--- src/rtl/pipe_adder.sv ---
// Chunked, fully registered add/subtract pipeline with a single global stall.
// Each stage resolves one C-bit chunk. Unused operand chunks and finished result chunks travel alongside it.
module pipe_adder #(
  parameter int WIDTH  = 16,
  parameter int STAGES = 4
) (
  input  logic             clk,
  input  logic             reset,
  input  logic [WIDTH-1:0] a,
  input  logic [WIDTH-1:0] b,
  input  logic             cin,
  input  logic             op,
  input  logic             in_valid,
  output logic             in_ready,
  output logic [WIDTH:0]   sum,
  output logic             ovf,
  output logic             out_valid,
  input  logic             out_ready
);

  localparam int C = WIDTH / STAGES;

  if ((STAGES < 1) || ((WIDTH % STAGES) != 0)) begin : g_param_check
    $error("pipe_adder: WIDTH must be a positive integer multiple of STAGES");
  end

  logic [WIDTH-1:0] b_eff;
  logic             cin_eff;
  logic             advance;

  // Subtraction is a + ~b + ~cin, so a borrow-in of 1 becomes a carry-in of 0.
  assign b_eff    = op ? ~b : b;
  assign cin_eff  = op ? ~cin : cin;
  assign advance  = !out_valid || out_ready;
  assign in_ready = advance;

  for (genvar k = 0; k < STAGES; k++) begin : g_stage
    localparam int OW = WIDTH - k * C;
    localparam int RW = (k + 1) * C;

    logic [OW-1:0] a_in;
    logic [OW-1:0] b_in;
    logic          cy_in;
    logic          vld_in;
    logic [C:0]    part;
    logic [RW-1:0] res_nxt;
    logic [RW-1:0] res_q;
    logic          cy_q;
    logic          vld_q;

    if (k == 0) begin : g_head
      assign a_in    = a;
      assign b_in    = b_eff;
      assign cy_in   = cin_eff;
      assign vld_in  = in_valid;
      assign res_nxt = part[C-1:0];
    end else begin : g_body
      assign a_in    = g_stage[k-1].g_fwd.a_q;
      assign b_in    = g_stage[k-1].g_fwd.b_q;
      assign cy_in   = g_stage[k-1].cy_q;
      assign vld_in  = g_stage[k-1].vld_q;
      assign res_nxt = {part[C-1:0], g_stage[k-1].res_q};
    end

    // The carry chain stops at the chunk boundary; the carry-out is registered.
    assign part = {1'b0, a_in[C-1:0]} + {1'b0, b_in[C-1:0]} + {{C{1'b0}}, cy_in};

    always_ff @(posedge clk) begin
      if (reset) begin
        vld_q <= 1'b0;
        cy_q  <= 1'b0;
        res_q <= '0;
      end else if (advance) begin
        vld_q <= vld_in;
        cy_q  <= part[C];
        res_q <= res_nxt;
      end
    end

    if (k < STAGES - 1) begin : g_fwd
      logic [OW-C-1:0] a_q;
      logic [OW-C-1:0] b_q;

      always_ff @(posedge clk) begin
        if (reset) begin
          a_q <= '0;
          b_q <= '0;
        end else if (advance) begin
          a_q <= a_in[OW-1:C];
          b_q <= b_in[OW-1:C];
        end
      end
    end else begin : g_tail
      logic ovf_q;

      // The top chunk still carries both operand sign bits (b already inverted for subtract).
      always_ff @(posedge clk) begin
        if (reset) begin
          ovf_q <= 1'b0;
        end else if (advance) begin
          ovf_q <= (a_in[C-1] == b_in[C-1]) && (part[C-1] != a_in[C-1]);
        end
      end
    end
  end

  assign out_valid = g_stage[STAGES-1].vld_q;
  assign sum       = {g_stage[STAGES-1].cy_q, g_stage[STAGES-1].res_q};
  assign ovf       = g_stage[STAGES-1].g_tail.ovf_q;

endmodule

--- config.mk ---
export PLATFORM = sky130hd
export DESIGN_NAME = pipe_adder
export DESIGN_NICKNAME = d
export VERILOG_FILES = /design/src/rtl/pipe_adder.sv
export SDC_FILE = /design/constraint.sdc
export NUM_CORES = 1
export LEC_CHECK = 0
export ABC_AREA = 1
export CAP_MARGIN = 20
export CORE_MARGIN = 3
export CORE_UTILIZATION = 30
export DETAILED_ROUTE_END_ITERATION = 6
export PLACE_DENSITY_LB_ADDON = 0.08
export SLEW_MARGIN = 20
export SYNTH_ARGS = -nofsm -noshare
export SYNTH_HDL_FRONTEND = slang
export SYNTH_SLANG_ARGS = --single-unit
--- constraint.sdc ---
create_clock -name clk -period 2.4 [get_ports clk]
set_input_delay 0.24 -clock clk [delete_from_list [all_inputs] [get_ports clk]]
set_output_delay 0.24 -clock clk [all_outputs]
set_load 0.01 [all_outputs]
Word-level counts from Yosys, hierarchy flattened
Index checks and enable logic that the tools add are counted.
- flip-flop bits (word level): 97
- bits in latches: 0
- RAM bits: 0
- memory bits (read-only): 0
- bits of input ports: 38
- logic and storage cells: 36
- memories kept: 0
- $add $sub $neg: 8
- multiply operators: 0
- divide/modulo/power cells: 0
- magnitude comparators: 0
- eq/ne operators: 2
- shift operators: 0
- multiplexer cells: 2
- bitwise operators: 2
- reduce and logical (&&, ||, !) cells: 3
- operators by type and width (operator ; count):
    $add 4x4->5 ; 4
    $add 5x1->5 ; 4
    $mux 16 ; 1
    $not 16->16 ; 1
    $eq 1x1->1 ; 1
    $logic_and 1x1->1 ; 1
    $logic_not 1->1 ; 1
    $logic_or 1x1->1 ; 1
    $mux 1 ; 1
    $ne 1x1->1 ; 1
    $not 1->1 ; 1

Logic depth before layout (Yosys ltp)
- depth after elaboration: 4
- gate-level depth with buffers: 10
- mapped depth without buffers: 8

Worst setup path before layout
No wires, ideal clock.
- kind: in2reg
- start: input port op
- end: register g_stage[0].cy_q
- data arrival time: 1929 ps
- slack: 354 ps
- cell stages on the path: 9
- buffers on the path: 2
- cell sequence: buf_4 -> buf_4 -> xor2_1 -> fa_1 -> fa_1 -> a21oi_1 -> nor2_1 -> nor3_1 -> nor2_1
- longest elaborated chain between the ends: 3
- elaborated cells between the ends (all ways): 4
- classes of those cells: add/sub (2); mux (2)
- RTL lines (element ; RTL line ; text):
    from (decl) ; 12 ; input logic op,
    $mux 16 ; 32 ; assign b_eff = op ? ~b : b;
    $add 4x4->5 ; 66 ; assign part = {1'b0, a_in[C-1:0]} + {1'b0, b_in[C-1:0]} + {{C{1'b0}}, cy_in};
    $add 5x1->5 (*) ; 66 ;
    to (signal assigned) ; 75 ; cy_q <= part[C];
    to (decl) ; 48 ; logic cy_q;
Mark *: on every way between the ends. The rest lies on a longest branch, timed or not.
A chain may end at the register's enable or synchronous reset.

Final worst setup path
Ends and elaborated chain as after synthesis.

==> results_dict.tcl <==
set metrics [dict create \
    fin_skew_ns 0.00718 \
    ir_drop_mv 0.291 \
    critPathArrivalTime_ns 2.28 \
    ant_nets 0 \
    placed_area_sq_um 4710 \
    h-tree-depth 3 \
    whs_ns 0.444 \
    totalWireLength_microns 8560 \
    crit_path_end_kind "register" \
    hpwlAfterDp_microns 5600 \
    vias_per_cell 4.31 \
    yosysTopAreaCellShare 0.486 \
    netlist_top_cells_area "dfxtp_1 (49%), nor2_1 (13%), o21ai_0 (11%), a21oi_1 (4.1%), fa_1 (4.0%)" \
    hold_viol_final 0 \
    syn2layout_area_growth_pct 24.7 \
    crit_fanout 3 \
    initial_core_util 0.311 \
    startpoint_type "primary input" \
    overflow 0 \
    worst_slew_pin_slew_ns 0.392 \
    cts_root_buffer "clkbuf_16" \
    vias 3043 \
    numClockSinks 97 \
    slew-limit-headroom 0.739 \
    numCtsBuffers 9 \
    synth-seq-cells 97 \
    drive_gt1_frac 0.0468 \
    diodes 0 \
    io_buffer_count 57 \
    dieWidth_microns 121 \
    fin_nets 588 \
    synth.distinct_cells 21 \
    synth_nets 546 \
    cts_resized 0 \
    grt_max_degree 96 \
    post-cts-setup-buffer-count 0 \
    clkTransAtPathRegs_ns 0.07 \
    cap_violations 0 \
    period_needed_ns 2.05 \
    coreArea_sq_um 12800 \
    layout_commonest_cell "nor2_1" \
    p_leak_nw 2.18 \
    required_ns 2.64 \
    hp-start "g_stage[0].g_fwd.b_q[9]$_SDFFE_PP0P_" \
    cp_cell_sequence "clkdlybuf4s50_1 > xor2_1 > fa_1 > fa_1 > a21oi_1 > nor2_1 > nor3_1 > nor2_1" \
    timing.final.ws_setup_ns 0.355 \
    crit_slowest_cell "clkdlybuf4s50_1" \
    totalPowerFinal_mw 3.56 \
    cts_max_path_buffers 2 \
    boundaryPins 58 \
    fin_crit_sh 0.852 \
    wire_per_inst_microns 12.1 \
    die-area_sq_um 14700 \
    rr_worst_depth 6 \
    outcome "finished clean" \
    drc_errors 0 \
    die_height_microns 121 \
    setup_viol 0 \
    antenna_found_initial 0 \
    synth_cells 488 \
    p_per_area_nw_per_um2 714 \
    grt_usage 0.124 \
    final_max_slew_viol_count 0 \
    grt_pass1_vias 2902 \
    path_depth 8 \
    syn_area_sq_um 3990 \
    cts_tree "built" \
    yosysSeqAreaShare 0.486 \
    max_freq_mhz 489 \
    rr_startpoint "g_stage[0].cy_q$_SDFFE_PP0P_" \
    gp_congestion 0.704 \
    drtIter0Drc 139 \
    place_ws_ns -0.0287 \
    rows 41 \
    path_buf_inv 1 \
    grt_pass1_wl_microns 14300 \
    clk_latency_ns 0.34 \
    grt_setup_unrepaired "false" \
    yosys.area.top_type "dfxtp_1" \
    cp_top_family "adder cells" \
    instances_no_fill 706 \
    first_pass_iters 4 \
    synth_warnings 0 \
    critPathLaunch "op" \
    finalInstanceArea_sq_um 4980 \
    criticalPathCategory "in2reg" \
    dp_cells 691 \
    cts-hold-fix-buffers 0 \
    postSynthAreaPerCell_sq_um 8.18 \
    holdPathStages 2 \
    final_cell_mix "nor2_1 (139), dfxtp_1 (97), o21ai_0 (87)" \
    min_path_type "reg2reg" \
    max_stage_delay_ns 0.55 \
]
## path summary, 6_finish.rpt
kind	slack, ns	end
worst max register to register	0.71	g_stage[1].cy_q$_SDFFE_PP0P_
worst min register to register	0.44	g_stage[1].g_fwd.b_q[5]$_SDFFE_PP0P_
worst max-delay path	0.35	g_stage[0].cy_q$_SDFFE_PP0P_
worst min-delay path	0.44	g_stage[1].g_fwd.b_q[5]$_SDFFE_PP0P_
## Yosys cell counts
master,instances
nor2_4,1
buf_4,5
dfxtp_1,97
a31oi_1,1
inv_2,1
inv_1,18
a21oi_1,33
clkbuf_1,20
xnor2_1,15
ha_1,12
buf_2,5
o21bai_1,3
o21ai_0,87
nand2_1,14
xor2_1,6
buf_6,3
fa_1,8
nor3_1,3
o21ai_1,9
nand3_1,8
nor2_1,139
## state kept, by name (all words and copies together), names as in the netlist
signal and cells:
g_stage.res_q 40, ovf 1, g_stage.vld_q 3, g_stage.cy_q 4, g_stage.g_fwd.b_q 24, g_stage.g_fwd.a_q 24
out_valid 1
## worst reg2reg max path: stages, from the launching register on
cell,delay (ns)
dfxtp_1,0.32
fa_1,0.46
fa_1,0.42
a21oi_1,0.15
nor2_1,0.05
nor3_1,0.12
nor2_1,0.05
## stage by stage
stage | TNS [ns] | utilization
5_1_grt | 0 | 0.388
6_report | 0 | 0.388
4_1_cts | 0 | 0.388
3_5_place_dp | -0.0287 | 0.367
3_3_place_gp | 0 | 0.367
2_1_floorplan | 0 | -
## metal layers
metal | global-route usage | share of wire
met3 | 0.0303 | 0.041
met2 | 0.179 | 0.42
met1 | 0.174 | 0.52
met5 | 0 | 0
met4 | 0.0588 | 0.021
## power breakdown
group	internal [mW]	switching [mW]	total (mW)
sequential	1.74	0.0633	1.80
clock	0.700	0.623	1.32
combinational	0.220	0.212	0.432
total	2.66	0.898	3.56
## cell families after synthesis
logic type,Yosys count,share of synthesized area
buf+inv,52,0.0608
xor+xnor,21,0.0461
simple gates,165,0.160
compound gates,133,0.169
flops,97,0.486
fa+ha+maj,20,0.0777
## final cells by class
type                    count  area [sq um]
fillers                  1382          7840
repair buffers             64           673
well taps                 172           215
clock inverters             6          45.0
flip-flops and latches     97          1940
clock buffers               9           225
inverters                  19          72.6
multi-input cells         339          1810
Note: power is estimated with default switching activity, not from simulation.
==> variant, RTL diff (same flow settings) <==
The parameter `STAGES` goes from 4 to 2.
--- a/src/rtl/pipe_adder.sv
+++ b/src/rtl/pipe_adder.sv
@@ -3,5 +3,5 @@
 module pipe_adder #(
   parameter int WIDTH  = 16,
-  parameter int STAGES = 4
+  parameter int STAGES = 2
 ) (
   input  logic             clk,
Check against the original RTL: not equivalent (a bounded check fails within 4 cycles, from zero or initial values and one cycle with reset high).
==> variant against the unedited design <==
- critical path type unchanged
- worst setup slack gained 0.018 ns
- critical path depth grew 3
- hold slack improved by 0.015 ns
- sequential cell count fell by 52
- total power decreased by 43%
- maximum frequency increased by 0.89%
- routed wire length decreased by 34%
- design area down 35%
- sequential share of layout area is 11 points lower
- clock power down 54%
- synthesized cell count is 34% lower
- synthesized area down 38%
==> variant: results <==
group,metric,value,unit
timing,worst_pin_slew,0.615,ns
synthesis,synthXorXnorAreaFrac,8.16,%
grt,grtUsageTotal,12.1,%
route,routed_wirelength,5610,µm
synthesis,ys_top_cells_by_area,"dfxtp_1 (36%), ha_1 (7.1%), nand2_1 (5.9%), nor2_1 (5.9%), o21ai_0 (5.7%)",
power,p_clk_share,29.7,%
synthesis,ys_seq_area_share,36.5,%
placed_design,place.gp.congestion,0.748,
clock_tree,clk_latency,0.30,ns
worst_setup_path,rr_worst_depth,8,
layout,final_layout_size_suffix_gt1_share,6.37,%
synthesis,synth_compound_area_share,16.1,%
synthesis,synth_cell_types,29,
synthesis,synth_nets,379,
clock_tree,cts_made_buffers,5,
timing,fin_skew,0.00644,ns
grt,grt_pass1_vias,1981,
timing,drv_slew,0,
clock_tree,cts-root-buf,"clkbuf_8",
run_status,status,"complete, no violations",
worst_setup_path,cpPeakStageDelay,0.51,ns
placed_design,hpwlAfterDp,4160,µm
layout,fill_cells,868,
grt,grt_max_degree,44,
clock_tree,clk_path_buf_depth,2,
placed_design,preCtsSetupSlack,0.0721,ns
layout,instances_no_fill,479,
clock_tree,h-tree-depth,2,
clock_tree,cts.clk_slew.worst_paths,0.08,ns
synthesis,synth_area_per_cell,7.65,µm²
synthesis,synth_fa_ha_area_share,10.3,%
route,drtIter0Drc,36,
route,via_count,2129,
layout,final_nets,432,
synthesis,synth_commonest_cells,"dfxtp_1 (45), nand2_1 (39), nor2_1 (39)",
grt,grt_pass1_wl,9470,µm
power,switchingPower,589,µW
worst_setup_path,arrival,2.22,ns
power,p_leak,1.50,nW
layout,reg_top3,"g_stage.res_q x24, g_stage.g_fwd.a_q x8, g_stage.g_fwd.b_q x8",
worst_setup_path,worst_path_max_delay_cell,"clkdlybuf4s50_1",
worst_setup_path,path_max_fanout,4,
worst_setup_path,critical-path-top-delay-family,"buffers and inverters",
power,vdd_ir_drop_max,0.000228,V
placed_design,placed_cells,471,
==> variant: final cells by class <==
cell class	count	area share (%)
flip-flops and latches	45	27.9
clock inverters	2	1.16
clock buffers	6	2.55
inverters	39	4.53
multi-input cells	223	41.1
repair buffers	62	18.8
well taps	102	3.95
==> variant: worst reg2reg max path, stage by stage (launching register included) <==
cell     delay [ns]
dfxtp_1        0.34
fa_1           0.46
fa_1           0.45
nand4_1        0.16
nand3_1        0.12
nand2_1        0.08
nand3_1        0.07
nand2_1        0.07
inv_1          0.03
==> variant: power by group through the flow <==
| stage | Combinational (mW) | Clock, mW | Sequential, mW |
|---|---|---|---|
| floorplan | 0.326 | 0 | 0.909 |
| global placement | 0.547 | 0 | 0.903 |
| detailed placement | 0.554 | 0 | 0.904 |
| CTS | 0.557 | 0.627 | 0.887 |
| global route | 0.622 | 0.654 | 0.899 |
| finish | 0.548 | 0.605 | 0.885 |
==> variant: routing by layer <==
layer | GRT usage [%] | part of all wire, % | vias to the layer above
met4 | 3.56 | 1.1 | 0
met1 | 16.6 | 51 | 928
met2 | 19.3 | 43 | 41
li1 | - | - | 1155
met3 | 2.45 | 4.4 | 5
met5 | 0 | 0 | -
==> variant: path summary, 6_finish.rpt <==
path | to | start | slack (ns)
hold reg to reg | g_stage[0].vld_q | g_stage[0].vld_q | 0.46
setup reg to reg | g_stage[1].res_q[14] | g_stage[0].cy_q | 0.53
hold / removal | g_stage[0].vld_q | g_stage[0].vld_q | 0.46
setup / recovery | g_stage[0].res_q[4] | op | 0.37
==> variant: metrics by stage <==
step                      area [µm²]  power [mW]
after floorplan                 2470        1.23
after global placement          3110        1.45
after detailed placement        3110        1.46
after CTS                       3230        2.07
after global routing            3230        2.17
final                           3230        2.04
